$ cat src/rtl/keypad_operand_entry_pkg.sv
// Shared types for the keypad operand entry front end: state encodings,
// sweep classes and the operand bit-order helper.
package lab_pkg;

  typedef enum logic [1:0] {
    ENTER_A = 2'b00,
    ENTER_B = 2'b01,
    READY   = 2'b10
  } entry_state_e;

  typedef enum logic [1:0] {
    DEB_IDLE      = 2'b00,
    DEB_PRESSING  = 2'b01,
    DEB_HELD      = 2'b10,
    DEB_RELEASING = 2'b11
  } deb_state_e;

  typedef enum logic [1:0] {
    SWEEP_NONE   = 2'b00,
    SWEEP_SINGLE = 2'b01,
    SWEEP_MULTI  = 2'b10
  } sweep_class_e;

  // The adder expects operands with bit 3 as the LSB.
  function automatic logic [3:0] bit_rev4(input logic [3:0] v);
    return {v[0], v[1], v[2], v[3]};
  endfunction

endpackage

$ cat src/rtl/keypad_operand_entry_if.sv
// Accepted-key handshake between the keypad scanner and the entry FSM.
interface keypad_operand_entry_if;
  logic [3:0] key_code;
  logic       key_valid;

  modport master (output key_code, output key_valid);
  modport slave  (input  key_code, input  key_valid);
endinterface

$ cat src/rtl/keypad_operand_entry_scan.sv
// 4x4 keypad column scanner with row synchronizer, per-sweep classifier
// and a sweep-granular debounce FSM producing one pulse per accepted key.
module keypad_scan
  import lab_pkg::*;
#(
  parameter int unsigned SCAN_DIV   = 50000,
  parameter int unsigned DEB_SWEEPS = 3
) (
  input  logic                          clk,
  input  logic                          rst_n,
  input  logic [3:0]                    row_n,
  output logic [3:0]                    col_n,
  keypad_operand_entry_if.master        key_if
);

  localparam int unsigned         DIV_W      = $clog2(SCAN_DIV);
  localparam int unsigned         CNT_W      = $clog2(DEB_SWEEPS + 1);
  localparam logic [DIV_W-1:0]    DIV_LAST   = DIV_W'(SCAN_DIV - 1);
  localparam logic [CNT_W-1:0]    DEB_TARGET = CNT_W'(DEB_SWEEPS);

  logic [DIV_W-1:0] div_q, div_d;
  logic [1:0]       col_q, col_d;
  logic [3:0]       col_n_q, col_n_d;
  logic [3:0]       row_s1_q, row_s2_q;
  logic [1:0]       hits_q, hits_d;
  logic [3:0]       code_q, code_d;

  deb_state_e       deb_q, deb_d;
  logic [CNT_W-1:0] cnt_q, cnt_d;
  logic [3:0]       cand_q, cand_d;
  logic [3:0]       key_code_q, key_code_d;
  logic             key_valid_q, key_valid_d;

  logic             dwell_end;
  logic             sweep_done;
  logic [3:0]       row_hits;
  logic [2:0]       col_cnt;
  logic [1:0]       row_idx;
  logic [1:0]       hits_base;
  logic [3:0]       code_base;
  logic [2:0]       hit_sum;
  logic [1:0]       hits_new;
  logic [3:0]       code_new;
  sweep_class_e     sweep_class;
  logic [CNT_W-1:0] cnt_inc;
  logic [CNT_W-1:0] cnt_run;

  assign dwell_end = (div_q == DIV_LAST);
  assign row_hits  = ~row_s2_q;

  // Hits accumulate across the four columns of a sweep and saturate at two,
  // which is all the classifier needs to tell SINGLE from MULTI.
  always_comb begin
    div_d   = div_q + DIV_W'(1);
    col_d   = col_q;
    col_n_d = col_n_q;
    hits_d  = hits_q;
    code_d  = code_q;
    col_cnt = '0;
    row_idx = '0;
    for (int unsigned i = 0; i < 4; i++) begin
      if (row_hits[i]) begin
        col_cnt = col_cnt + 3'd1;
        row_idx = 2'(i);
      end
    end
    hits_base = (col_q == 2'd0) ? 2'd0 : hits_q;
    code_base = (col_q == 2'd0) ? 4'd0 : code_q;
    hit_sum   = {1'b0, hits_base} + col_cnt;
    hits_new  = (hit_sum >= 3'd2) ? 2'd2 : hit_sum[1:0];
    code_new  = (col_cnt != 3'd0) ? {row_idx, col_q} : code_base;
    if (dwell_end) begin
      div_d   = '0;
      col_d   = col_q + 2'd1;
      col_n_d = ~(4'b0001 << col_d);
      hits_d  = hits_new;
      code_d  = code_new;
    end
    sweep_done = dwell_end && (col_q == 2'd3);
    case (hits_new)
      2'd0:    sweep_class = SWEEP_NONE;
      2'd1:    sweep_class = SWEEP_SINGLE;
      default: sweep_class = SWEEP_MULTI;
    endcase
  end

  always_comb begin
    deb_d       = deb_q;
    cnt_d       = cnt_q;
    cand_d      = cand_q;
    key_code_d  = key_code_q;
    key_valid_d = 1'b0;
    cnt_inc     = (cnt_q == DEB_TARGET) ? cnt_q : cnt_q + CNT_W'(1);
    cnt_run     = CNT_W'(1);
    if (sweep_done) begin
      case (deb_q)
        DEB_IDLE, DEB_PRESSING: begin
          if (sweep_class == SWEEP_SINGLE) begin
            if ((deb_q == DEB_PRESSING) && (code_new == cand_q)) begin
              cnt_run = cnt_inc;
            end
            cand_d = code_new;
            if (cnt_run == DEB_TARGET) begin
              deb_d       = DEB_HELD;
              cnt_d       = '0;
              key_code_d  = code_new;
              key_valid_d = 1'b1;
            end else begin
              deb_d = DEB_PRESSING;
              cnt_d = cnt_run;
            end
          end else begin
            deb_d = DEB_IDLE;
            cnt_d = '0;
          end
        end
        default: begin
          if (sweep_class == SWEEP_NONE) begin
            if (deb_q == DEB_RELEASING) begin
              cnt_run = cnt_inc;
            end
            if (cnt_run == DEB_TARGET) begin
              deb_d = DEB_IDLE;
              cnt_d = '0;
            end else begin
              deb_d = DEB_RELEASING;
              cnt_d = cnt_run;
            end
          end else begin
            deb_d = DEB_HELD;
            cnt_d = '0;
          end
        end
      endcase
    end
  end

  always_ff @(posedge clk or negedge rst_n) begin
    if (!rst_n) begin
      div_q       <= '0;
      col_q       <= '0;
      col_n_q     <= 4'b1110;
      row_s1_q    <= '1;
      row_s2_q    <= '1;
      hits_q      <= '0;
      code_q      <= '0;
      deb_q       <= DEB_IDLE;
      cnt_q       <= '0;
      cand_q      <= '0;
      key_code_q  <= '0;
      key_valid_q <= 1'b0;
    end else begin
      div_q       <= div_d;
      col_q       <= col_d;
      col_n_q     <= col_n_d;
      row_s1_q    <= row_n;
      row_s2_q    <= row_s1_q;
      hits_q      <= hits_d;
      code_q      <= code_d;
      deb_q       <= deb_d;
      cnt_q       <= cnt_d;
      cand_q      <= cand_d;
      key_code_q  <= key_code_d;
      key_valid_q <= key_valid_d;
    end
  end

  assign col_n            = col_n_q;
  assign key_if.key_code  = key_code_q;
  assign key_if.key_valid = key_valid_q;

endmodule

$ cat src/rtl/keypad_operand_entry.sv
// Keypad operand entry: scans the keypad, then captures a0, a1 and the
// add/subtract select for the 4-bit adder.
module keypad_operand_entry
  import lab_pkg::*;
#(
  parameter int unsigned SCAN_DIV   = 50000,
  parameter int unsigned DEB_SWEEPS = 3
) (
  input  logic       clk,
  input  logic       rst_n,
  output logic [3:0] col_n,
  input  logic [3:0] row_n,
  input  logic       sub_sw,
  output logic [3:0] a0,
  output logic [3:0] a1,
  output logic       s,
  output logic       operands_valid,
  output logic [3:0] key_code,
  output logic       key_valid,
  output logic [1:0] entry_state
);

  keypad_operand_entry_if key_if ();

  keypad_scan #(
    .SCAN_DIV   (SCAN_DIV),
    .DEB_SWEEPS (DEB_SWEEPS)
  ) u_scan (
    .clk    (clk),
    .rst_n  (rst_n),
    .row_n  (row_n),
    .col_n  (col_n),
    .key_if (key_if)
  );

  logic         sub_s1_q, sub_s2_q;
  entry_state_e state_q, state_d;
  logic [3:0]   a0_q, a0_d;
  logic [3:0]   a1_q, a1_d;
  logic         s_q, s_d;
  logic         ov_q, ov_d;
  logic [3:0]   key_rev;

  assign key_rev = bit_rev4(key_if.key_code);

  always_comb begin
    state_d = state_q;
    a0_d    = a0_q;
    a1_d    = a1_q;
    s_d     = s_q;
    ov_d    = ov_q;
    if (key_if.key_valid) begin
      case (state_q)
        ENTER_A: begin
          a0_d    = key_rev;
          state_d = ENTER_B;
        end
        ENTER_B: begin
          a1_d    = key_rev;
          s_d     = sub_s2_q;
          ov_d    = 1'b1;
          state_d = READY;
        end
        default: begin
          a0_d    = key_rev;
          a1_d    = '0;
          ov_d    = 1'b0;
          state_d = ENTER_B;
        end
      endcase
    end
  end

  always_ff @(posedge clk or negedge rst_n) begin
    if (!rst_n) begin
      sub_s1_q <= 1'b0;
      sub_s2_q <= 1'b0;
      state_q  <= ENTER_A;
      a0_q     <= '0;
      a1_q     <= '0;
      s_q      <= 1'b0;
      ov_q     <= 1'b0;
    end else begin
      sub_s1_q <= sub_sw;
      sub_s2_q <= sub_s1_q;
      state_q  <= state_d;
      a0_q     <= a0_d;
      a1_q     <= a1_d;
      s_q      <= s_d;
      ov_q     <= ov_d;
    end
  end

  assign a0             = a0_q;
  assign a1             = a1_q;
  assign s              = s_q;
  assign operands_valid = ov_q;
  assign entry_state    = state_q;
  assign key_code       = key_if.key_code;
  assign key_valid      = key_if.key_valid;

endmodule

$ cat config.mk
export PLATFORM = sky130hd
export DESIGN_NAME = keypad_operand_entry
export DESIGN_NICKNAME = d
export VERILOG_FILES = /design/src/rtl/keypad_operand_entry_pkg.sv /design/src/rtl/keypad_operand_entry_if.sv /design/src/rtl/keypad_operand_entry_scan.sv /design/src/rtl/keypad_operand_entry.sv
export SDC_FILE = /design/constraint.sdc
export NUM_CORES = 1
export LEC_CHECK = 0
export ABC_AREA = 0
export BUFFER_PORTS_ARGS = -buffer_cell sky130_fd_sc_hd__buf_4
export CAP_MARGIN = 30
export CORE_AREA = 3 3 116 118
export CTS_BUF_LIST = sky130_fd_sc_hd__clkbuf_4
export DETAILED_ROUTE_END_ITERATION = 10
export DIE_AREA = 0 0 119 121
export GPL_ROUTABILITY_DRIVEN = 0
export HOLD_SLACK_MARGIN = 0.15
export PLACE_DENSITY = 0.42
export SLEW_MARGIN = 20
export SYNTH_ARGS = -nofsm -noshare
export SYNTH_HDL_FRONTEND = slang
export SYNTH_SLANG_ARGS = --single-unit
$ cat constraint.sdc
create_clock -name clk -period 4.9 [get_ports clk]
set_input_delay 0.245 -clock clk [delete_from_list [all_inputs] [get_ports clk]]
set_output_delay 0.245 -clock clk [all_outputs]
set_load 0.01 [all_outputs]
==> flow_metrics.env <==
export IMPL_status="completed"
export IMPL_dp_hpwl_mm=4.392
export IMPL_initial_core_util_pct=24.58
export IMPL_postSynth_asyncResetShare_pct=100.0
export IMPL_max_stage_delay_ps=560
export IMPL_critPathCaptureType="flip-flop"
export IMPL_hold_violations=0
export IMPL_yosysWarnings=0
export IMPL_fin_skew_ps=9.684
export IMPL_num_rows=41
export IMPL_first_global_vias=2198
export IMPL_hp_class="reg2reg"
export IMPL_synth_edf_count=0
export IMPL_fin_area_um2=3657
export IMPL_drive_above_1_share_pct=17.56
export IMPL_clk_pin_slew_worst_paths_ps=110
export IMPL_fin_crit_ps=4154
export IMPL_period_share_pct=84.78
export IMPL_cts_buffers=9
export IMPL_core_area_um2=12570
export IMPL_dr_pass1_iters=4
export IMPL_nets=350
export IMPL_dr_total_vias=2226
export IMPL_drv_cap=0
export IMPL_cts_buffer_depth=2
export IMPL_cts_max_level=3
export IMPL_grt_max_degree=64
export IMPL_slowest_stage="dfstp_2"
export IMPL_slew_headroom_pct=45.54
export IMPL_crit_start="u_scan.row_s2_q[0]"
export IMPL_power_density_nw_per_um2=259.0
export IMPL_critPathMaxFanout=12
export IMPL_worstMarginPinSlew_ps=816.9
export IMPL_hold_ws_ps=352.5
export IMPL_die_area_um2=14400
export IMPL_cts_hold_buf=6
export IMPL_syn_avg_cell_area_um2=10.44
export IMPL_tns_ps=0
export IMPL_critPathKind="reg2reg"
export IMPL_ios=28
export IMPL_die_y_um=121
export IMPL_grt_overflow_total=0
export IMPL_setup_viol=0
export IMPL_synth_area_um2=3089
export IMPL_drc_errors=0
export IMPL_syn_nets=315
export IMPL_r2r_start="u_scan.row_s2_q[0]"
export IMPL_synth_seq_cells=63
export IMPL_cp_required_ps=5230
export IMPL_synth_cells=296
export IMPL_wirelength_mm=6.340
export IMPL_area_growth_pct=18.39
export IMPL_ys_seq_area_share_pct=51.48
export IMPL_grt_pass1_wl_mm=11.16
export IMPL_via_per_inst=4.382
export IMPL_drv_slew=0
export IMPL_postCtsSetupBuffers=0
export IMPL_startpoint_type="flip-flop"
export IMPL_placed_cell_area_um2=3466
export IMPL_dieWidth_um=119
export IMPL_port_buffers=27
export IMPL_rsz0062_at_grt="no"
export IMPL_cts_resized=0
export IMPL_p_leak_uw=0.001578
export IMPL_peakVddDrop_mv=0.1606
export IMPL_cts_root_buf="clkbuf_4"
export IMPL_hp_start="u_scan.row_s1_q[3]"
export IMPL_ant_nets=0
export IMPL_yosysUniqueCellTypes=58
export IMPL_total_power_uw=947.2
export IMPL_grt_use_total_pct=9.745
export IMPL_antennaDiodeCount=0
export IMPL_insertion_delay_ps=410
export IMPL_path_cells="inv_1 > ha_1 > or3_4 > a32oi_1 > nor2_1 > fa_1 > xnor2_1 > or3b_1 > or3_1 > nor4_4 > mux2i_1"
export IMPL_max_clock_freq_mhz=240.7
export IMPL_drt_iter0_markers=124
export IMPL_antenna_found_initial=0
export IMPL_cts_tree="done"
export IMPL_routedWlPerCell_um=12.48
export IMPL_cts_sinks=63
export IMPL_arrival_ps=4490
export IMPL_synth_main_ff_cell="dfrtp_1"
[power by group]
| part | leakage, uW | total (uW) | internal [uW] | switching (uW) |
|---|---|---|---|---|
| combinational | 0.000686 | 63.8 | 25.7 | 38.1 |
| sequential | 0.000823 | 532 | 527 | 4.78 |
| clock | 0.0000696 | 352 | 162 | 189 |
| total | 0.00158 | 947 | 715 | 232 |
[flip-flops by register name, summed over array words and instances (netlist names), 4 cells and up]
| name | flops |
|---|---|
| u_scan.div_q | 16 |
| a0 | 4 |
| a1 | 4 |
| u_scan.cand_q | 4 |
| u_scan.code_q | 4 |
| u_scan.col_n | 4 |
| u_scan.key_if.key_code | 4 |
| u_scan.row_s1_q | 4 |
| u_scan.row_s2_q | 4 |
[worst max-delay path, delay by kind of cell (launching register included)]
kind	cells	cell delay [ps]
XOR/XNOR	1	160
flip-flops	1	560
AND/OR/NAND/NOR	5	1870
adder cells (fa/ha/maj)	2	840
multiplexers	1	230
AO/OA/AOI/OAI	1	360
buffers and inverters	1	60
[kinds of logic after synthesis]
logic type | Yosys count | share of synthesized area [%]
simple gates | 106 | 18.79
compound gates | 63 | 13.37
mux | 8 | 2.795
flops | 63 | 51.48
xor+xnor | 17 | 4.820
fa+ha+maj | 12 | 5.103
buf+inv | 27 | 3.645
[synth_stat cells, types with 4 or more instances]
cell type  number  area share (%)
inv_1          17             2.1
nor2_1         13             1.6
ha_1           11             4.5
nand3_1         9             1.5
xnor2_1        13             3.7
nor2b_1         6             1.2
o21ai_0        24             3.9
xor2_1          4             1.1
nand2_1        33             4.0
clkbuf_1        6            0.73
and3_1          9             1.8
a21oi_1        11             1.8
nand2b_1        6             1.2
o22ai_1         4            0.81
mux2i_1         6             1.9
dfstp_2        11             9.4
nor3_1          5            0.81
dfrtp_1        52              42
[final cells by class]
class                      count  area [um2]
clock buffer                  11       82.58
clock inverter                 5       48.80
fill                        1318        8911
inverter                      17       63.81
multi-input combinational    206        1386
sequential                    63        1590
tap                          172       215.2
timing repair buffer          34       270.3
[layout by cell type, fill, tap and decap left out, types with 2 or more instances in the layout]
| master | count |
|---|---|
| a21oi_1 | 11 |
| a22o_1 | 2 |
| a31oi_1 | 3 |
| and2_1 | 3 |
| and3_1 | 9 |
| buf_4 | 28 |
| clkbuf_4 | 11 |
| clkinv_1 | 3 |
| dfrtp_1 | 52 |
| dfstp_2 | 11 |
| dlygate4sd3_1 | 6 |
| ha_1 | 11 |
| inv_1 | 17 |
| mux2i_1 | 6 |
| nand2_1 | 33 |
| nand2b_1 | 6 |
| nand3_1 | 9 |
| nand3b_1 | 3 |
| nand4_1 | 2 |
| nor2_1 | 13 |
| nor2b_1 | 6 |
| nor3_1 | 5 |
| nor4_1 | 3 |
| nor4b_1 | 2 |
| o2111ai_1 | 2 |
| o21ai_0 | 24 |
| o22ai_1 | 4 |
| or3_1 | 3 |
| xnor2_1 | 13 |
| xor2_1 | 4 |
[metal layers]
layer  vias up  track usage [%]  wire, um
met1      1062            12.98      3102
met2        49            14.52      2830
met5         -                0         0
met3         7            3.543       315
li1       1108                -         -
met4         0            3.548        91
[worst paths after layout]
kind                                        endpoint  slack, ps  cells past startpoint
max                        u_scan.key_if.key_code[3]        750                     11
min                               u_scan.row_s2_q[3]        350                      0
max reg2reg                u_scan.key_if.key_code[3]        750                     11
min reg2reg                       u_scan.row_s2_q[3]        350                      0
max in group asynchronous           u_scan.div_q[15]       3870                      2
min in group asynchronous             operands_valid        470                      2
[through the flow]
step / instances / util (%) / setup WS, ps
after floorplan: 296 / - / 1317
after global placement: 486 / 27.58 / 833.2
after detailed placement: 486 / 27.58 / 732.7
after CTS: 508 / 29.10 / 698.0
after global routing: 508 / 29.10 / 400.7
final: 508 / 29.10 / 745.9
Note: power is estimated with default switching activity, not from simulation.
